`config.mk`:
```
export PLATFORM = sky130hd
export DESIGN_NAME = lcd_read_controller
export DESIGN_NICKNAME = d
export VERILOG_FILES = /design/src/rtl/lcd_pkg.sv /design/src/rtl/lcd_read_controller.sv
export SDC_FILE = /design/constraint.sdc
export NUM_CORES = 1
export LEC_CHECK = 0
export ABC_CLOCK_PERIOD_IN_PS = 3300
export CORE_MARGIN = 3
export CORE_UTILIZATION = 62
export CTS_CLUSTER_DIAMETER = 100
export DETAILED_ROUTE_END_ITERATION = 10
export HOLD_SLACK_MARGIN = 0.03
export PLACE_DENSITY = 0.87
export SKIP_CTS_REPAIR_TIMING = 1
export SYNTH_ARGS = -nofsm -noshare
export SYNTH_HDL_FRONTEND = slang
export SYNTH_SLANG_ARGS = --single-unit
```
`constraint.sdc`:
```
create_clock -name iCLK -period 3.3 [get_ports iCLK]
set_input_delay 0.495 -clock iCLK [delete_from_list [all_inputs] [get_ports iCLK]]
set_output_delay 0.495 -clock iCLK [all_outputs]
set_load 0.03 [all_outputs]
```
`src/rtl/lcd_pkg.sv`:
```
// Shared HD44780 constants and the read/write controller state encoding.
// Pure definitions: no latency, no flow control.
package lcd_pkg;

    typedef logic [1:0] lcd_state_t;

    localparam lcd_state_t IDLE  = 2'd0;
    localparam lcd_state_t SETUP = 2'd1;
    localparam lcd_state_t ENH   = 2'd2;
    localparam lcd_state_t HOLD  = 2'd3;

    localparam int   LCD_BF_BIT    = 7;
    localparam logic LCD_RS_STATUS = 1'b0;
    localparam logic LCD_RS_DATA   = 1'b1;

endpackage

```
`src/rtl/lcd_read_controller.sv`:
```
// HD44780 read cycle (status or data), optionally polling the busy flag up to POLL_MAX reads.
// oDone after N*(CLK_Divide+EN_Low+2) cycles; starts are edge-triggered and dropped while busy.
module lcd_read_controller
    import lcd_pkg::*;
#(
    parameter int CLK_Divide = 1,
    parameter int EN_Low     = 2,
    parameter int POLL_MAX   = 16
) (
    input  logic       iCLK,
    input  logic       iRST_N,
    input  logic       iStart,
    input  logic       iRS,
    input  logic       iPoll,
    output logic       oDone,
    output logic [7:0] oDATA,
    output logic       oTimeout,
    input  logic [7:0] LCD_DATA,
    output logic       LCD_RW,
    output logic       LCD_EN,
    output logic       LCD_RS
);

    localparam logic [15:0] EN_HI_LAST = 16'(CLK_Divide);
    localparam logic [15:0] EN_LO_LAST = 16'(EN_Low - 1);
    localparam logic [15:0] POLL_LIMIT = 16'(POLL_MAX);

    lcd_state_t  state_q;
    logic        pre_start_q;
    logic [15:0] cont_q;
    logic [15:0] hcont_q;
    logic [15:0] poll_cnt_q;
    logic        poll_q;
    logic        done_q;
    logic        timeout_q;
    logic        rw_q;
    logic        en_q;
    logic        rs_q;
    logic [7:0]  data_q;

    logic start_d;
    logic poll_more_d;

    assign start_d     = iStart & ~pre_start_q;
    // Another status read only while busy is still set and the read budget remains.
    assign poll_more_d = poll_q & data_q[LCD_BF_BIT] & (poll_cnt_q < POLL_LIMIT);

    always_ff @(posedge iCLK or negedge iRST_N) begin
        if (!iRST_N) begin
            state_q     <= IDLE;
            pre_start_q <= 1'b0;
            cont_q      <= '0;
            hcont_q     <= '0;
            poll_cnt_q  <= '0;
            poll_q      <= 1'b0;
            done_q      <= 1'b0;
            timeout_q   <= 1'b0;
            rw_q        <= 1'b0;
            en_q        <= 1'b0;
            rs_q        <= 1'b0;
            data_q      <= '0;
        end else begin
            pre_start_q <= iStart;
            case (state_q)
                IDLE: begin
                    if (start_d) begin
                        done_q     <= 1'b0;
                        timeout_q  <= 1'b0;
                        rs_q       <= iRS;
                        poll_q     <= iPoll & (iRS == LCD_RS_STATUS);
                        rw_q       <= 1'b1;
                        poll_cnt_q <= '0;
                        state_q    <= SETUP;
                    end
                end
                SETUP: begin
                    en_q    <= 1'b1;
                    cont_q  <= '0;
                    state_q <= ENH;
                end
                ENH: begin
                    if (cont_q < EN_HI_LAST) begin
                        cont_q <= cont_q + 16'd1;
                    end else begin
                        // Bus is sampled on the same edge that drops EN.
                        data_q     <= LCD_DATA;
                        en_q       <= 1'b0;
                        poll_cnt_q <= poll_cnt_q + 16'd1;
                        hcont_q    <= '0;
                        state_q    <= HOLD;
                    end
                end
                HOLD: begin
                    if (hcont_q < EN_LO_LAST) begin
                        hcont_q <= hcont_q + 16'd1;
                    end else if (poll_more_d) begin
                        state_q <= SETUP;
                    end else begin
                        state_q   <= IDLE;
                        rw_q      <= 1'b0;
                        done_q    <= 1'b1;
                        timeout_q <= poll_q & data_q[LCD_BF_BIT];
                    end
                end
                default: state_q <= IDLE;
            endcase
        end
    end

    assign oDone    = done_q;
    assign oDATA    = data_q;
    assign oTimeout = timeout_q;
    assign LCD_RW   = rw_q;
    assign LCD_EN   = en_q;
    assign LCD_RS   = rs_q;

endmodule

```
=== Yosys cells after proc, flatten, opt, wreduce, memory -nomap -nowiden ===
Cells that the tools add are included.

* Register bits: 65
* Bits in latches: 0
* Bits in writable memories: 0
* ROM bits: 0
* Output and inout port bits: 13
* Memories: 0

* Add/subtract/negate cells: 3
* $mul: 0
* Divide/modulo/power cells: 0
* Magnitude comparators: 3
* Equality and inequality tests: 9
* Shift operators: 0
* Mux-type cells: 26
* Bitwise operators: 7
* Reduce and logical (&&, ||, !) cells: 13

{| class="wikitable"
|+ Operators with widths
! operator !! number
|-
| 16-bit one-hot mux with 2 select lines || 3
|-
| 16-bit two-way mux || 5
|-
| 16-bit by 1-bit adder with 16-bit output, second input constant || 3
|-
| 16-bit by 1-bit < comparator with 1-bit output, second input constant || 2
|-
| 16-bit by 5-bit < comparator with 1-bit output, second input constant || 1
|-
| 2-bit != test, second input constant || 6
|-
| 1-bit two-way mux || 10
|-
| 3-bit AND reduction || 3
|-
| 1-bit one-hot mux with 2 select lines || 4
|-
| 2-bit one-hot mux with 4 select lines || 1
|-
| 2-bit AND reduction || 4
|-
| 2-bit nonzero test || 4
|-
| 2-bit two-way mux || 3
|-
| 1-bit AND || 4
|-
| 2-bit equality test, second input constant || 2
|-
| 4-bit AND reduction || 1
|-
| 1-bit inverter || 3
|-
| 2-bit by 1-bit equality test with 1-bit output, second input constant || 1
|-
| 2-bit zero test || 1
|}

=== Depth between registers and ports, before layout ===
Gate-level depths: netlist (run 1).

* Depth after elaboration: 5
* Mapped depth: 9
* Mapped depth without buffers: 7

=== Worst setup path after synthesis (run 1) ===
Ideal clock, no wire load.

* Path kind: reg-to-reg
* Start: register state_q[0]
* End: register hcont_q[2]
* Arrival time: 1.775 ns
* Required time: 3.180 ns
* Setup slack: 1.406 ns
* Stages on the path, launching flop included: 10
* Cells stage by stage: dfrtp_1 > inv_1 > ha_1 > buf_2 > nor4b_2 > nand4_1 > a21boi_2 > buf_6 > a21oi_1 > nor2_1

* Word-level cells in the longest chain between the ends: 3

{| class="wikitable"
|+ RTL lines
! what !! line !! text
|-
| start: declaration || lcd_read_controller.sv:28 || <nowiki>lcd_state_t state_q;</nowiki>
|-
| start signal: assignment || lcd_read_controller.sv:50 || <nowiki>state_q <= IDLE;</nowiki>
|-
| start signal: assignment || lcd_read_controller.sv:73 || <nowiki>state_q <= SETUP;</nowiki>
|-
| start signal: assignment || lcd_read_controller.sv:79 || <nowiki>state_q <= ENH;</nowiki>
|-
| 2-bit equality test || lcd_read_controller.sv:64 || <nowiki>case (state_q)</nowiki>
|-
| 2-bit != test (no line) / 2-bit nonzero test (equally long branches) || n/a ||
|-
| 3-bit AND reduction (no line) || n/a ||
|-
| end signal: assignment || lcd_read_controller.sv:95 || <nowiki>hcont_q <= hcont_q + 16'd1;</nowiki>
|-
| end: declaration || lcd_read_controller.sv:31 || <nowiki>logic [15:0] hcont_q;</nowiki>
|}

Parallel ways exist; a longest one is shown, timed or not.
A chain may end at the register's enable or synchronous reset.

=== Worst setup path after layout (run 1) ===
* Start: register state_q[0]
* End: register hcont_q[11]

Same word-level chain as after synthesis.

==> results of run 1 <==
==> logic make-up (layout without fill, tap and decap cells) <==
| logic type | count (synthesis) | in the layout | synth area share (%) |
|---|---|---|---|
| simple gates | 129 | 129 | 24.3 |
| xor+xnor | 8 | 8 | 2.31 |
| mux | 15 | 15 | 5.36 |
| fa+ha+maj | 9 | 9 | 3.71 |
| flops | 65 | 65 | 53.6 |
| buf+inv | 22 | 58 | 3.09 |
| compound gates | 37 | 37 | 7.63 |
==> routing by layer <==
metal | vias to the layer above | global-route usage [%] | wire, um
li1 | 1074 | - | -
met2 | 71 | 31.3 | 2540
met4 | 0 | 10.7 | 98
met3 | 8 | 4.73 | 312
met5 | - | 0 | 0
met1 | 1068 | 31.0 | 2750
==> state kept, by name, summed over array words and instances (netlist names) <==
| signal | flops |
|---|---|
| oDone | 1 |
| oTimeout | 1 |
| hcont_q | 16 |
| oDATA | 8 |
| cont_q | 16 |
| LCD_RW | 1 |
| LCD_RS | 1 |
| pre_start_q | 1 |
| poll_q | 1 |
| poll_cnt_q | 16 |
| state_q | 2 |
| LCD_EN | 1 |
==> final timing paths <==
path / endpoint / depth (start not counted) / from / slack [ns]
max in group asynchronous: cont_q[13] / 2 / iRST_N / 2.36
worst min register to register: oDATA[1] / 1 / oDATA[1] / 0.49
worst max-delay path: hcont_q[11] / 8 / state_q[0] / 0.96
worst min-delay path: hcont_q[7] / 1 / iRST_N / 0.21
min in group iCLK: oDATA[1] / 1 / oDATA[1] / 0.49
worst max register to register: hcont_q[11] / 8 / state_q[0] / 0.96
==> area by class of cell <==
type                       instances  share of cell area [%]
tap                               65                    2.28
clock inverter                     5                    2.17
clock buffer                      11                    4.24
inverter                          14                    1.47
sequential                        65                    45.5
timing repair buffer              28                    7.50
multi-input combinational        198                    36.8
==> where the power goes <==
part | internal [mW] | switching [mW] | total (mW)
sequential | 0.930 | 0.0905 | 1.02
combinational | 0.396 | 0.638 | 1.03
clock | 0.464 | 0.292 | 0.755
total | 1.79 | 1.02 | 2.81
==> worst reg2reg max path: stages, from the launching register on <==
cell,delay [ns]
sky130_fd_sc_hd__dfrtp_1,0.37
sky130_fd_sc_hd__inv_1,0.09
sky130_fd_sc_hd__ha_1,0.31
sky130_fd_sc_hd__nor4b_2,0.20
sky130_fd_sc_hd__nand4_1,0.08
sky130_fd_sc_hd__buf_4,0.22
sky130_fd_sc_hd__a21boi_2,0.64
sky130_fd_sc_hd__a41oi_1,0.22
sky130_fd_sc_hd__nor2_1,0.14
==> cells in the final DEF (no fill, tap or decap), drive strengths merged, types with 2 or more instances in the layout <==
cell,count
bufinv,2
a41oi,4
nand4,12
dfrtp,65
nand3,16
nand2b,8
a21oi,9
xor2,8
nand2,19
nor2,24
o21ai,12
mux2i,5
a31o,2
nor4,9
ha,9
inv,14
and3,9
buf,4
clkinv,2
a31oi,5
and4,3
nor3,2
and2,18
clkdlybuf4s50,24
nor4b,6
mux2,10
clkbuf,11
==> metrics by stage <==
stage / power, mW / std cells
finish: 2.81 / 386
global route: 2.98 / 386
CTS: 2.83 / 386
detailed placement: 2.06 / 370
global placement: 2.04 / 370
floorplan: 1.76 / 285
==> impl_table.tex, run 1 <==
\begin{tabular}{lr}
\hline
Metric & Value \\
\hline
\multicolumn{2}{l}{\textbf{Run status}} \\
\quad Status & finished, final reports clean \\
\multicolumn{2}{l}{\textbf{Final layout}} \\
\quad Number of diodes & 0 \\
\quad Final cell area excluding filler cells & between 0.003 and 0.004 mm\^{}2 \\
\quad Number of nets in the finished design & 338 \\
\quad Sequential standard cell area & 0.00163 mm\^{}2 \\
\quad Final core occ & about four fifths \\
\quad Area of combinational cells with multiple inputs & 0.00132 mm\^{}2 \\
\quad Proportion of layout cells with a drive suffix above 1 & under 10\% \\
\quad Synthesis-to-finish area growth & 17.7\% \\
\quad Fill cells & 284 \\
\multicolumn{2}{l}{\textbf{Setup path}} \\
\quad CP top delay family & compound AO/OA/AOI/OAI gates \\
\quad Critical path class & flip-flop to flip-flop \\
\quad Critical path data required time & 3.56 ns \\
\quad CP Capture Type & flip-flop \\
\quad Critical path fanouts, max & 18 \\
\quad Slowest stage delay, CP & 0.63 ns \\
\quad CP max-delay cell & sky130\_fd\_sc\_hd\_\_a21boi\_2 \\
\quad Arrival time reported for the critical path endpoint & between 2 and 3 ns \\
\quad Total buffers and inverters traversed by the critical path & 2 \\
\quad Cell-by-cell trace of the critical path & inv\_1, ha\_1, nor4b\_2, nand4\_1, buf\_4, a21boi\_2, a41oi\_1, nor2\_1 \\
\quad Kind of start point of the critical path & flip-flop \\
\multicolumn{2}{l}{\textbf{Timing}} \\
\quad Worst relative slew slack & between 50\% and 60\% \\
\quad Worst slew pin tran & 0.744 ns \\
\quad Setup tns final & 0 ns \\
\quad Crit path time final & 2.34 ns \\
\quad Maximum clock rate & 0.427 GHz \\
\quad Final worst path period share & a little under three quarters \\
\quad Number of hold violations in the final report & 0 \\
\quad RSZ-0062 raised after global routing & no \\
\quad Final Skew & 0.00933 ns \\
\quad Final setup fails & 0 \\
\quad Final worst setup slack & 0.956 ns \\
\quad Number of pins exceeding their max-slew limit in the final report & 0 \\
\quad Min Hold Slack & 0.207 ns \\
\multicolumn{2}{l}{\textbf{Clocking}} \\
\quad Master cell of the clock root buffer & sky130\_fd\_sc\_hd\_\_clkbuf\_8 \\
\quad Number of CTS-inserted buffers & 9 \\
\quad Clock buffer depth & 2 \\
\quad Skew-Pair Late Insertion Delay & 0.34 ns \\
\quad TritonCTS clock tree & done \\
\quad Maximum level of the CTS H-tree & 3 \\
\quad Clock input transition at the sequential cells of the worst setup and hold paths & roughly 0.070 ns \\
\quad Number of clock sinks seen by CTS & 65 \\
\multicolumn{2}{l}{\textbf{Synthesis}} \\
\quad Share of flip-flops with an asynchronous set or reset & 100\% \\
\quad Share of the yosys chip area belonging to registers & 53.6\% \\
\quad Syn\_area\_per\_cell & about 11 um\^{}2 \\
\quad Distinct cell type count after synthesis & 40 \\
\quad Largest area contributor in the synthesized netlist & sky130\_fd\_sc\_hd\_\_dfrtp\_1 \\
\quad Number of nets in the synthesized netlist & 307 \\
\quad Seq cells post-synth & 65 \\
\quad Area share of the largest cell type after synthesis & a little over half \\
\quad Most common library cells after synthesis & 65 x sky130\_fd\_sc\_hd\_\_dfrtp\_1, 24 x sky130\_fd\_sc\_hd\_\_nor2\_1, 19 x sky130\_fd\_sc\_hd\_\_nand2\_1 \\
\quad Number of synthesized flops with an enable pin & 0 \\
\quad Post-synthesis cell count & 285 \\
\quad Ys flop type & sky130\_fd\_sc\_hd\_\_dfrtp\_1 \\
\quad Cell with the most instances after synthesis & sky130\_fd\_sc\_hd\_\_dfrtp\_1 \\
\quad Post-Syn Area & 0.00304 mm\^{}2 \\
\quad Synth Warn \# & 0 \\
\quad Cell types with the largest area share after synthesis & sky130\_fd\_sc\_hd\_\_dfrtp\_1 54\%, sky130\_fd\_sc\_hd\_\_ha\_1 3.7\%, sky130\_fd\_sc\_hd\_\_and2\_1 3.5\% \\
\multicolumn{2}{l}{\textbf{Drt}} \\
\quad Violation count after the first detailed-routing iteration & around 210 \\
\quad DRC errors left & 0 \\
\quad Count of TritonRoute iterations in the first routing pass & 4 \\
\quad WL per Instance & 14.7 um \\
\quad Count of antenna-violating nets left after detailed routing & 0 \\
\quad Via count & 2221 \\
\quad Post-detailed-routing wire length & between 5 and 6 mm \\
\quad Avg Vias per Cell & 5.75 \\
\multicolumn{2}{l}{\textbf{Pwr}} \\
\quad Power density cells & around 790 mW/mm\^{}2 \\
\quad Static Leak & 1.72 nW \\
\quad Max rail drop VDD & between 0.4 and 0.5 mV \\
\multicolumn{2}{l}{\textbf{GRT}} \\
\quad Vias in the first global route & 2084 \\
\quad Wire length of the first global-routing pass & 9.94 mm \\
\quad Overall Global Routing Usage & between 20\% and 30\% \\
\quad GRT overflow & 0 \\
\quad Pin count of the biggest net entering global routing & 34 \\
\quad Antenna violations before repair & 0 \\
\multicolumn{2}{l}{\textbf{Min path}} \\
\quad Classification of the worst-slack hold path & input port to async pin \\
\multicolumn{2}{l}{\textbf{Die}} \\
\quad Number of top-level pins & 26 \\
\quad Row Count & 24 \\
\quad Floorplan die width & 76.0 um \\
\quad Y dimension of the die & 76.0 um \\
\quad Starting Density & 66.9\% \\
\quad Area of the die & 0.00577 mm\^{}2 \\
\quad Core Region & roughly 0.0045 mm\^{}2 \\
\multicolumn{2}{l}{\textbf{Placed design}} \\
\quad Setup WS pre-CTS & 1.00 ns \\
\quad Total cell area at the placement stage & 0.00334 mm\^{}2 \\
\quad Number of I/O port buffers & 25 \\
\quad Gp weighted congestion & 0.825 \\
\quad Post-DP HPWL & 3.92 mm \\
\multicolumn{2}{l}{\textbf{Run}} \\
\quad \# Max-Cap Violations & 0 \\
\hline
\end{tabular}
(Power assumes the default switching activity.)
==> inputs of run 2 (changes only) <==
--- a/config.mk
+++ b/config.mk
@@ -5,13 +5,13 @@
 export SDC_FILE = /design/constraint.sdc
 export NUM_CORES = 1
 export LEC_CHECK = 0
-export ABC_CLOCK_PERIOD_IN_PS = 3300
+export ABC_CLOCK_PERIOD_IN_PS = 2210
 export CORE_MARGIN = 3
-export CORE_UTILIZATION = 62
+export CORE_UTILIZATION = 57
 export CTS_CLUSTER_DIAMETER = 100
 export DETAILED_ROUTE_END_ITERATION = 10
 export HOLD_SLACK_MARGIN = 0.03
-export PLACE_DENSITY = 0.87
+export PLACE_DENSITY = 0.81
 export SKIP_CTS_REPAIR_TIMING = 1
 export SYNTH_ARGS = -nofsm -noshare
 export SYNTH_HDL_FRONTEND = slang
==> constraint.sdc (replaced) <==
create_clock -name iCLK -period 2.21 [get_ports iCLK]
set_input_delay 0.3315 -clock iCLK [delete_from_list [all_inputs] [get_ports iCLK]]
set_output_delay 0.3315 -clock iCLK [all_outputs]
set_load 0.03 [all_outputs]
==> impl_table.tex, run 2 (synthesis gave the netlist of run 1 again) <==
\begin{tabular}{lr}
\hline
Metric & Value \\
\hline
\multicolumn{2}{l}{\textbf{Run status}} \\
\quad Status & finished, final reports clean (unchanged) \\
\multicolumn{2}{l}{\textbf{Drt}} \\
\quad WL per Instance & 14.9 um (was 14.7 um) \\
\quad Post-detailed-routing wire length & 5.88 mm (was 5.69 mm) \\
\quad Avg Vias per Cell & 5.71 (was 5.75) \\
\quad Via count & 2257 (was 2221) \\
\quad Violation count after the first detailed-routing iteration & 124 (was 213) \\
\quad DRC errors left & 0 (unchanged) \\
\quad Count of antenna-violating nets left after detailed routing & 0 (unchanged) \\
\quad Count of TritonRoute iterations in the first routing pass & 4 (unchanged) \\
\multicolumn{2}{l}{\textbf{Final layout}} \\
\quad Non-filler cells in the finished layout & 395 (was 386) \\
\quad Proportion of layout cells with a drive suffix above 1 & 9.76\% (was 8.41\%) \\
\quad Largest registers & cont\_q x16, hcont\_q x16, poll\_cnt\_q x16 (unchanged) \\
\quad Number of nets in the finished design & 345 (was 338) \\
\quad Most frequent cells in the layout & 65 x sky130\_fd\_sc\_hd\_\_dfrtp\_1, 24 x sky130\_fd\_sc\_hd\_\_nor2\_1, 24 x sky130\_fd\_sc\_hd\_\_clkdlybuf4s50\_1 (unchanged) \\
\quad Number of diodes & 0 (unchanged) \\
\quad Synthesis-to-finish area growth & 19.5\% (was 17.7\%) \\
\quad Most common cell after layout, fill and taps aside & sky130\_fd\_sc\_hd\_\_dfrtp\_1 (unchanged) \\
\quad Fill cells & 348 (was 284) \\
\multicolumn{2}{l}{\textbf{Die}} \\
\quad Row Count & 25 (was 24) \\
\quad Starting Density & 61.4\% (was 66.9\%) \\
\quad Y dimension of the die & 79.0 um (was 76.0 um) \\
\quad Floorplan die width & 79.0 um (was 76.0 um) \\
\quad Number of top-level pins & 26 (unchanged) \\
\quad Area of the die & 0.00624 mm\^{}2 (was 0.00577 mm\^{}2) \\
\quad Core Region & 0.00494 mm\^{}2 (was 0.00453 mm\^{}2) \\
\multicolumn{2}{l}{\textbf{GRT}} \\
\quad Vias in the first global route & 2214 (was 2084) \\
\quad Antenna violations before repair & 0 (unchanged) \\
\quad Overall Global Routing Usage & 21.1\% (was 21.6\%) \\
\quad GRT overflow & 0 (unchanged) \\
\quad Wire length of the first global-routing pass & 10.2 mm (was 9.94 mm) \\
\quad Pin count of the biggest net entering global routing & 66 (was 34) \\
\multicolumn{2}{l}{\textbf{Clocking}} \\
\quad TritonCTS clock tree & done (unchanged) \\
\quad Master cell of the clock root buffer & sky130\_fd\_sc\_hd\_\_clkbuf\_8 (unchanged) \\
\quad Number of clock sinks seen by CTS & 65 (unchanged) \\
\quad Skew-Pair Late Insertion Delay & 0.34 ns (about the same) \\
\quad Clock input transition at the sequential cells of the worst setup and hold paths & 0.07 ns (about the same) \\
\quad Clock buffer depth & 2 (unchanged) \\
\quad Maximum level of the CTS H-tree & 3 (unchanged) \\
\quad Number of CTS-inserted buffers & 9 (unchanged) \\
\multicolumn{2}{l}{\textbf{Setup path}} \\
\quad Critical path fanouts, max & 14 (was 18) \\
\quad Critical path class & flip-flop to flip-flop (unchanged) \\
\quad Arrival time reported for the critical path endpoint & 2.30 ns (was 2.60 ns) \\
\quad Total buffers and inverters traversed by the critical path & 3 (was 2) \\
\quad CP top delay family & simple AND/OR/NAND/NOR gates (was compound AO/OA/AOI/OAI gates) \\
\quad Cell-by-cell trace of the critical path & inv\_1, ha\_1, nor4b\_2, nand4\_1, buf\_4, nor4b\_4, buf\_4, nand4\_1, mux2i\_1 (was inv\_1, ha\_1, nor4b\_2, nand4\_1, buf\_4, a21boi\_2, a41oi\_1, nor2\_1) \\
\quad CP Capture Type & flip-flop (unchanged) \\
\quad Slowest stage delay, CP & 0.40 ns (was 0.63 ns) \\
\quad CP max-delay cell & sky130\_fd\_sc\_hd\_\_dfrtp\_1 (was sky130\_fd\_sc\_hd\_\_a21boi\_2) \\
\quad Critical path data required time & 2.47 ns (was 3.56 ns) \\
\quad Kind of start point of the critical path & flip-flop (unchanged) \\
\multicolumn{2}{l}{\textbf{Timing}} \\
\quad Number of pins exceeding their max-slew limit in the final report & 0 (unchanged) \\
\quad Crit path time final & 2.05 ns (was 2.34 ns) \\
\quad Final Skew & 0.0103 ns (was 0.00933 ns) \\
\quad Worst relative slew slack & 69.9\% (was 50.1\%) \\
\quad Maximum clock rate & 0.489 GHz (was 0.427 GHz) \\
\quad Setup tns final & 0 ns (unchanged) \\
\quad Final setup fails & 0 (unchanged) \\
\quad Number of hold violations in the final report & 0 (unchanged) \\
\quad RSZ-0062 raised after global routing & no (unchanged) \\
\quad Worst slew pin tran & 0.451 ns (was 0.744 ns) \\
\quad Final worst path period share & 92.6\% (was 71.0\%) \\
\multicolumn{2}{l}{\textbf{Pwr}} \\
\quad Max rail drop VDD & 0.727 mV (was 0.494 mV) \\
\quad Clock power share & 24.6\% (was 26.9\%) \\
\quad Static Leak & 1.76 nW (was 1.72 nW) \\
\quad Sequential share of power & 36.4\% (was 36.3\%) \\
\quad Logic gate share of total power & 38.9\% (was 36.8\%) \\
\quad Sw frac & 36.4\% (was 36.3\%) \\
\quad Sw power & 1.52 mW (was 1.02 mW) \\
\quad Internal power & 2.66 mW (was 1.79 mW) \\
\quad Power density cells & 1150 mW/mm\^{}2 (was 787 mW/mm\^{}2) \\
\multicolumn{2}{l}{\textbf{Placed design}} \\
\quad Post-DP HPWL & 4.02 mm (was 3.92 mm) \\
\quad Number of I/O port buffers & 25 (unchanged) \\
\quad Cell total after placement & 377 (was 370) \\
\quad Gp weighted congestion & 0.813 (was 0.825) \\
\multicolumn{2}{l}{\textbf{Run}} \\
\quad \# Max-Cap Violations & 0 (unchanged) \\
\multicolumn{2}{l}{\textbf{Min path}} \\
\quad Classification of the worst-slack hold path & flip-flop to flip-flop (was input port to async pin) \\
\hline
\end{tabular}
==> run 2: changes by cell type in the layout (fill, tap and decap cells not counted) <==
cell,previous run,this run
sky130_fd_sc_hd__clkbuf_8,11,12
sky130_fd_sc_hd__buf_12,0,1
sky130_fd_sc_hd__nor4b_1,4,3
sky130_fd_sc_hd__nor4b_2,1,2
sky130_fd_sc_hd__clkbuf_1,0,2
sky130_fd_sc_hd__bufinv_16,2,1
sky130_fd_sc_hd__clkinvlp_4,1,0
sky130_fd_sc_hd__buf_4,3,8
sky130_fd_sc_hd__clkinv_2,2,1
sky130_fd_sc_hd__dlygate4sd3_1,0,1
==> run 2: metrics by stage <==
| step | cell area, um^2 | power (mW) | setup WS [ns] | utilization (%) | hold slack (ns) |
|---|---|---|---|---|---|
| after detailed placement | 3400 | 3.18 | 0.0942 | 68.7 | 0.370 |
| after floorplan | 3040 | 2.62 | 0.316 | - | 0.0359 |
| final | 3630 | 4.18 | 0.164 | 73.4 | 0.485 |
| after CTS | 3600 | 4.21 | 0.0999 | 72.9 | 0.00452 |
| after global placement | 3400 | 3.12 | 0.193 | 68.7 | 0.371 |
| after global routing | 3630 | 4.44 | 0.0170 | 73.4 | 0.509 |
==> run 2: tightest hold or removal path, delay by kind of cell, from the launching register on <==
family | cells | cell delay, ns
flops | 1 | 0.34
compound gates | 1 | 0.06
simple gates | 1 | 0.05
==> run 2: area by class of cell <==
class                      instances  area, um^2  share of cell area (%)
clock buffer                      14         173                    4.76
clock inverter                     2        35.0                   0.966
inverter                          14        52.6                    1.45
multi-input combinational        198        1320                    36.4
sequential                        65        1630                    44.8
tap                               67        83.8                    2.31
timing repair buffer              35         335                    9.24
==> run 2: final timing paths <==
| path | slack, ns | end | depth (start not counted) | from |
|---|---|---|---|---|
| max in group asynchronous | 1.40 | poll_cnt_q[2] | 3 | iRST_N |
| worst min register to register | 0.49 | LCD_RW | 2 | LCD_RW |
| min in group asynchronous | 0.54 | hcont_q[14] | 3 | iRST_N |
| worst min-delay path | 0.49 | LCD_RW | 2 | LCD_RW |
| worst max-delay path | 0.16 | poll_cnt_q[12] | 9 | state_q[0] |
| worst max register to register | 0.16 | poll_cnt_q[12] | 9 | state_q[0] |
==> run 2: routing by layer <==
metal | global-route usage, % | wire [um] | vias to the layer above
met5 | 0 | 0 | -
met4 | 9.97 | 110 | 0
met3 | 5.22 | 248 | 12
met2 | 33.2 | 2830 | 50
met1 | 27.6 | 2690 | 1100
li1 | - | - | 1095
==> run 2: power by group through the flow <==
stage               sequential [mW]  clock (mW)  combinational, mW
global route                   1.55        1.11               1.79
floorplan                      1.75           0              0.876
CTS                            1.52        1.05               1.64
finish                         1.52        1.03               1.63
global placement               1.53           0               1.59
detailed placement             1.55           0               1.63
==> inputs of run 3 (changes only) <==
--- a/config.mk
+++ b/config.mk
@@ -5,13 +5,13 @@
 export SDC_FILE = /design/constraint.sdc
 export NUM_CORES = 1
 export LEC_CHECK = 0
-export ABC_CLOCK_PERIOD_IN_PS = 2210
+export ABC_CLOCK_PERIOD_IN_PS = 2440
 export CORE_MARGIN = 3
-export CORE_UTILIZATION = 57
+export CORE_UTILIZATION = 62
 export CTS_CLUSTER_DIAMETER = 100
 export DETAILED_ROUTE_END_ITERATION = 10
 export HOLD_SLACK_MARGIN = 0.03
-export PLACE_DENSITY = 0.81
+export PLACE_DENSITY = 0.87
 export SKIP_CTS_REPAIR_TIMING = 1
 export SYNTH_ARGS = -nofsm -noshare
 export SYNTH_HDL_FRONTEND = slang
==> constraint.sdc (replaced) <==
create_clock -name iCLK -period 2.44 [get_ports iCLK]
set_input_delay 0.366 -clock iCLK [delete_from_list [all_inputs] [get_ports iCLK]]
set_output_delay 0.366 -clock iCLK [all_outputs]
set_load 0.03 [all_outputs]
==> impl_table.tex, run 3 (synthesis gave the netlist of run 1 again) <==
\begin{tabular}{lr}
\hline
Metric & Value \\
\hline
\multicolumn{2}{l}{\textbf{Final layout}} \\
\quad Number of nets in the finished design & 341 (was 345) \\
\quad Number of diodes & 0 (unchanged) \\
\quad Most common cell after layout, fill and taps aside & sky130\_fd\_sc\_hd\_\_dfrtp\_1 (unchanged) \\
\quad Synthesis-to-finish area growth & 20.9\% (was 19.5\%) \\
\quad Final core occ & 80.9\% (was 73.4\%) \\
\quad Proportion of layout cells with a drive suffix above 1 & 9.26\% (was 9.76\%) \\
\quad Most frequent cells in the layout & 65 x sky130\_fd\_sc\_hd\_\_dfrtp\_1, 24 x sky130\_fd\_sc\_hd\_\_nor2\_1, 24 x sky130\_fd\_sc\_hd\_\_clkdlybuf4s50\_1 (unchanged) \\
\quad Largest registers & cont\_q x16, hcont\_q x16, poll\_cnt\_q x16 (unchanged) \\
\multicolumn{2}{l}{\textbf{Drt}} \\
\quad Avg Vias per Cell & 5.91 (was 5.71) \\
\quad Violation count after the first detailed-routing iteration & 217 (was 124) \\
\quad DRC errors left & 0 (unchanged) \\
\quad Count of antenna-violating nets left after detailed routing & 0 (unchanged) \\
\quad Count of TritonRoute iterations in the first routing pass & 5 (was 4) \\
\quad Post-detailed-routing wire length & 6.47 mm (was 5.88 mm) \\
\quad Via count & 2298 (was 2257) \\
\quad WL per Instance & 16.6 um (was 14.9 um) \\
\multicolumn{2}{l}{\textbf{Setup path}} \\
\quad Arrival time reported for the critical path endpoint & 2.44 ns (was 2.30 ns) \\
\quad Critical path data required time & 2.64 ns (was 2.47 ns) \\
\quad Cell-by-cell trace of the critical path & inv\_1, ha\_1, nor4b\_1, nand4\_1, nand2\_1, and3\_1, nor2\_1 (was inv\_1, ha\_1, nor4b\_2, nand4\_1, buf\_4, nor4b\_4, buf\_4, nand4\_1, mux2i\_1) \\
\quad Slowest stage delay, CP & 0.47 ns (was 0.40 ns) \\
\quad CP Capture Type & flip-flop (unchanged) \\
\quad Critical path fanouts, max & 13 (was 14) \\
\quad Critical path class & flip-flop to flip-flop (unchanged) \\
\quad CP max-delay cell & sky130\_fd\_sc\_hd\_\_and3\_1 (was sky130\_fd\_sc\_hd\_\_dfrtp\_1) \\
\quad Kind of start point of the critical path & flip-flop (unchanged) \\
\quad Depth of the most critical reg-to-reg path & 7 (was 9) \\
\multicolumn{2}{l}{\textbf{Die}} \\
\quad Area of the die & 0.00577 mm\^{}2 (was 0.00624 mm\^{}2) \\
\quad Y dimension of the die & 76.0 um (was 79.0 um) \\
\quad Number of top-level pins & 26 (unchanged) \\
\quad Starting Density & 66.9\% (was 61.4\%) \\
\quad Row Count & 24 (was 25) \\
\quad Floorplan die width & 76.0 um (was 79.0 um) \\
\quad Core Region & 0.00453 mm\^{}2 (was 0.00494 mm\^{}2) \\
\multicolumn{2}{l}{\textbf{Run status}} \\
\quad Status & finished, final reports clean (unchanged) \\
\multicolumn{2}{l}{\textbf{Pwr}} \\
\quad Power density cells & 1140 mW/mm\^{}2 (was 1150 mW/mm\^{}2) \\
\quad Static Leak & 1.77 nW (was 1.76 nW) \\
\quad Max rail drop VDD & 0.754 mV (was 0.727 mV) \\
\multicolumn{2}{l}{\textbf{Timing}} \\
\quad RSZ-0062 raised after global routing & no (unchanged) \\
\quad Final setup fails & 0 (unchanged) \\
\quad Final worst path period share & 91.5\% (was 92.6\%) \\
\quad Worst slew pin tran & 0.695 ns (was 0.451 ns) \\
\quad Number of hold violations in the final report & 0 (unchanged) \\
\quad Crit path time final & 2.23 ns (was 2.05 ns) \\
\quad Number of pins exceeding their max-slew limit in the final report & 0 (unchanged) \\
\quad Final Skew & 0.00973 ns (was 0.0103 ns) \\
\quad Setup tns final & 0 ns (unchanged) \\
\quad Maximum clock rate & 0.448 GHz (was 0.489 GHz) \\
\quad Worst relative slew slack & 53.7\% (was 69.9\%) \\
\multicolumn{2}{l}{\textbf{GRT}} \\
\quad Pin count of the biggest net entering global routing & 36 (was 66) \\
\quad Antenna violations before repair & 0 (unchanged) \\
\quad Vias in the first global route & 2374 (was 2214) \\
\quad GRT overflow & 0 (unchanged) \\
\quad Wire length of the first global-routing pass & 11.3 mm (was 10.2 mm) \\
\quad Overall Global Routing Usage & 24.8\% (was 21.1\%) \\
\multicolumn{2}{l}{\textbf{Clocking}} \\
\quad Skew-Pair Late Insertion Delay & 0.35 ns (was 0.34 ns) \\
\quad Clock buffer depth & 2 (unchanged) \\
\quad Clock input transition at the sequential cells of the worst setup and hold paths & 0.08 ns (was 0.07 ns) \\
\quad TritonCTS clock tree & done (unchanged) \\
\quad Number of CTS-inserted buffers & 9 (unchanged) \\
\quad Master cell of the clock root buffer & sky130\_fd\_sc\_hd\_\_clkbuf\_8 (unchanged) \\
\quad Number of clock sinks seen by CTS & 65 (unchanged) \\
\quad Maximum level of the CTS H-tree & 3 (unchanged) \\
\multicolumn{2}{l}{\textbf{Run}} \\
\quad \# Max-Cap Violations & 0 (unchanged) \\
\multicolumn{2}{l}{\textbf{Placed design}} \\
\quad Number of I/O port buffers & 25 (unchanged) \\
\quad Gp weighted congestion & 0.842 (was 0.813) \\
\quad Post-DP HPWL & 4.40 mm (was 4.02 mm) \\
\multicolumn{2}{l}{\textbf{Min path}} \\
\quad Classification of the worst-slack hold path & input port to async pin (was flip-flop to flip-flop) \\
\hline
\end{tabular}
run 3: cell types whose count changed in the layout (fill, tap and decap cells not counted):
cell / before / now
sky130_fd_sc_hd__clkbuf_1: 2 / 0
sky130_fd_sc_hd__nor4b_2: 2 / 1
sky130_fd_sc_hd__clkinv_2: 1 / 0
sky130_fd_sc_hd__clkinv_4: 0 / 1
sky130_fd_sc_hd__clkbuf_8: 12 / 9
sky130_fd_sc_hd__clkinvlp_4: 0 / 1
sky130_fd_sc_hd__dlygate4sd3_1: 1 / 0
sky130_fd_sc_hd__bufinv_16: 1 / 5
sky130_fd_sc_hd__nor4b_1: 3 / 4
sky130_fd_sc_hd__buf_4: 8 / 5
run 3: layout make-up:
type                            count  area, um^2
Tap cell                           65        81.3
Clock inverter                      7         166
Fill cell                         268         866
Inverter                           14        52.6
Multi-Input combinational cell    198        1320
Sequential cell                    65        1630
Clock buffer                        9         124
Timing Repair Buffer               31         303
run 3: where the power goes:
group,switching (mW),internal (mW)
logic,0.907,0.584
clock network,0.429,0.887
registers,0.127,1.26
run 3: stage by stage:
stage / hold slack [ns] / power, mW / instances / setup slack, ns / area, um^2
4_1_cts: 0.0688 / 4.20 / 389 / 0.244 / 3670
3_3_place_gp: 0.444 / 2.81 / 373 / 0.329 / 3380
2_1_floorplan: 0.0704 / 2.38 / 285 / 0.546 / 3040
5_1_grt: 0.104 / 4.42 / 389 / 0.0585 / 3670
6_report: 0.0522 / 4.19 / 389 / 0.207 / 3670
3_5_place_dp: 0.446 / 2.87 / 373 / 0.237 / 3380
run 3: worst paths after layout:
path | slack, ns | to | start
max in group asynchronous | 1.77 | poll_cnt_q[4] | iRST_N
min in group iCLK | 0.49 | poll_q | poll_q
worst max-delay path | 0.21 | hcont_q[2] | hcont_q[0]
worst max register to register | 0.21 | hcont_q[2] | hcont_q[0]
worst min-delay path | 0.05 | hcont_q[7] | iRST_N
worst min register to register | 0.49 | poll_q | poll_q
run 3: worst max-delay path: cells and delay by family, from the launching register on:
family	cells	cell delay [ns]
fa+ha+maj	1	0.18
buf+inv	1	0.11
flops	1	0.41
simple gates	5	1.38
run 3: per-layer routing:
layer	part of all wire, %	GRT usage, %	routed length, um
met2	48	38.9	3110
met4	2.2	13.0	145
met5	0	0	0
met1	44	32.4	2880
met3	5.2	5.79	338
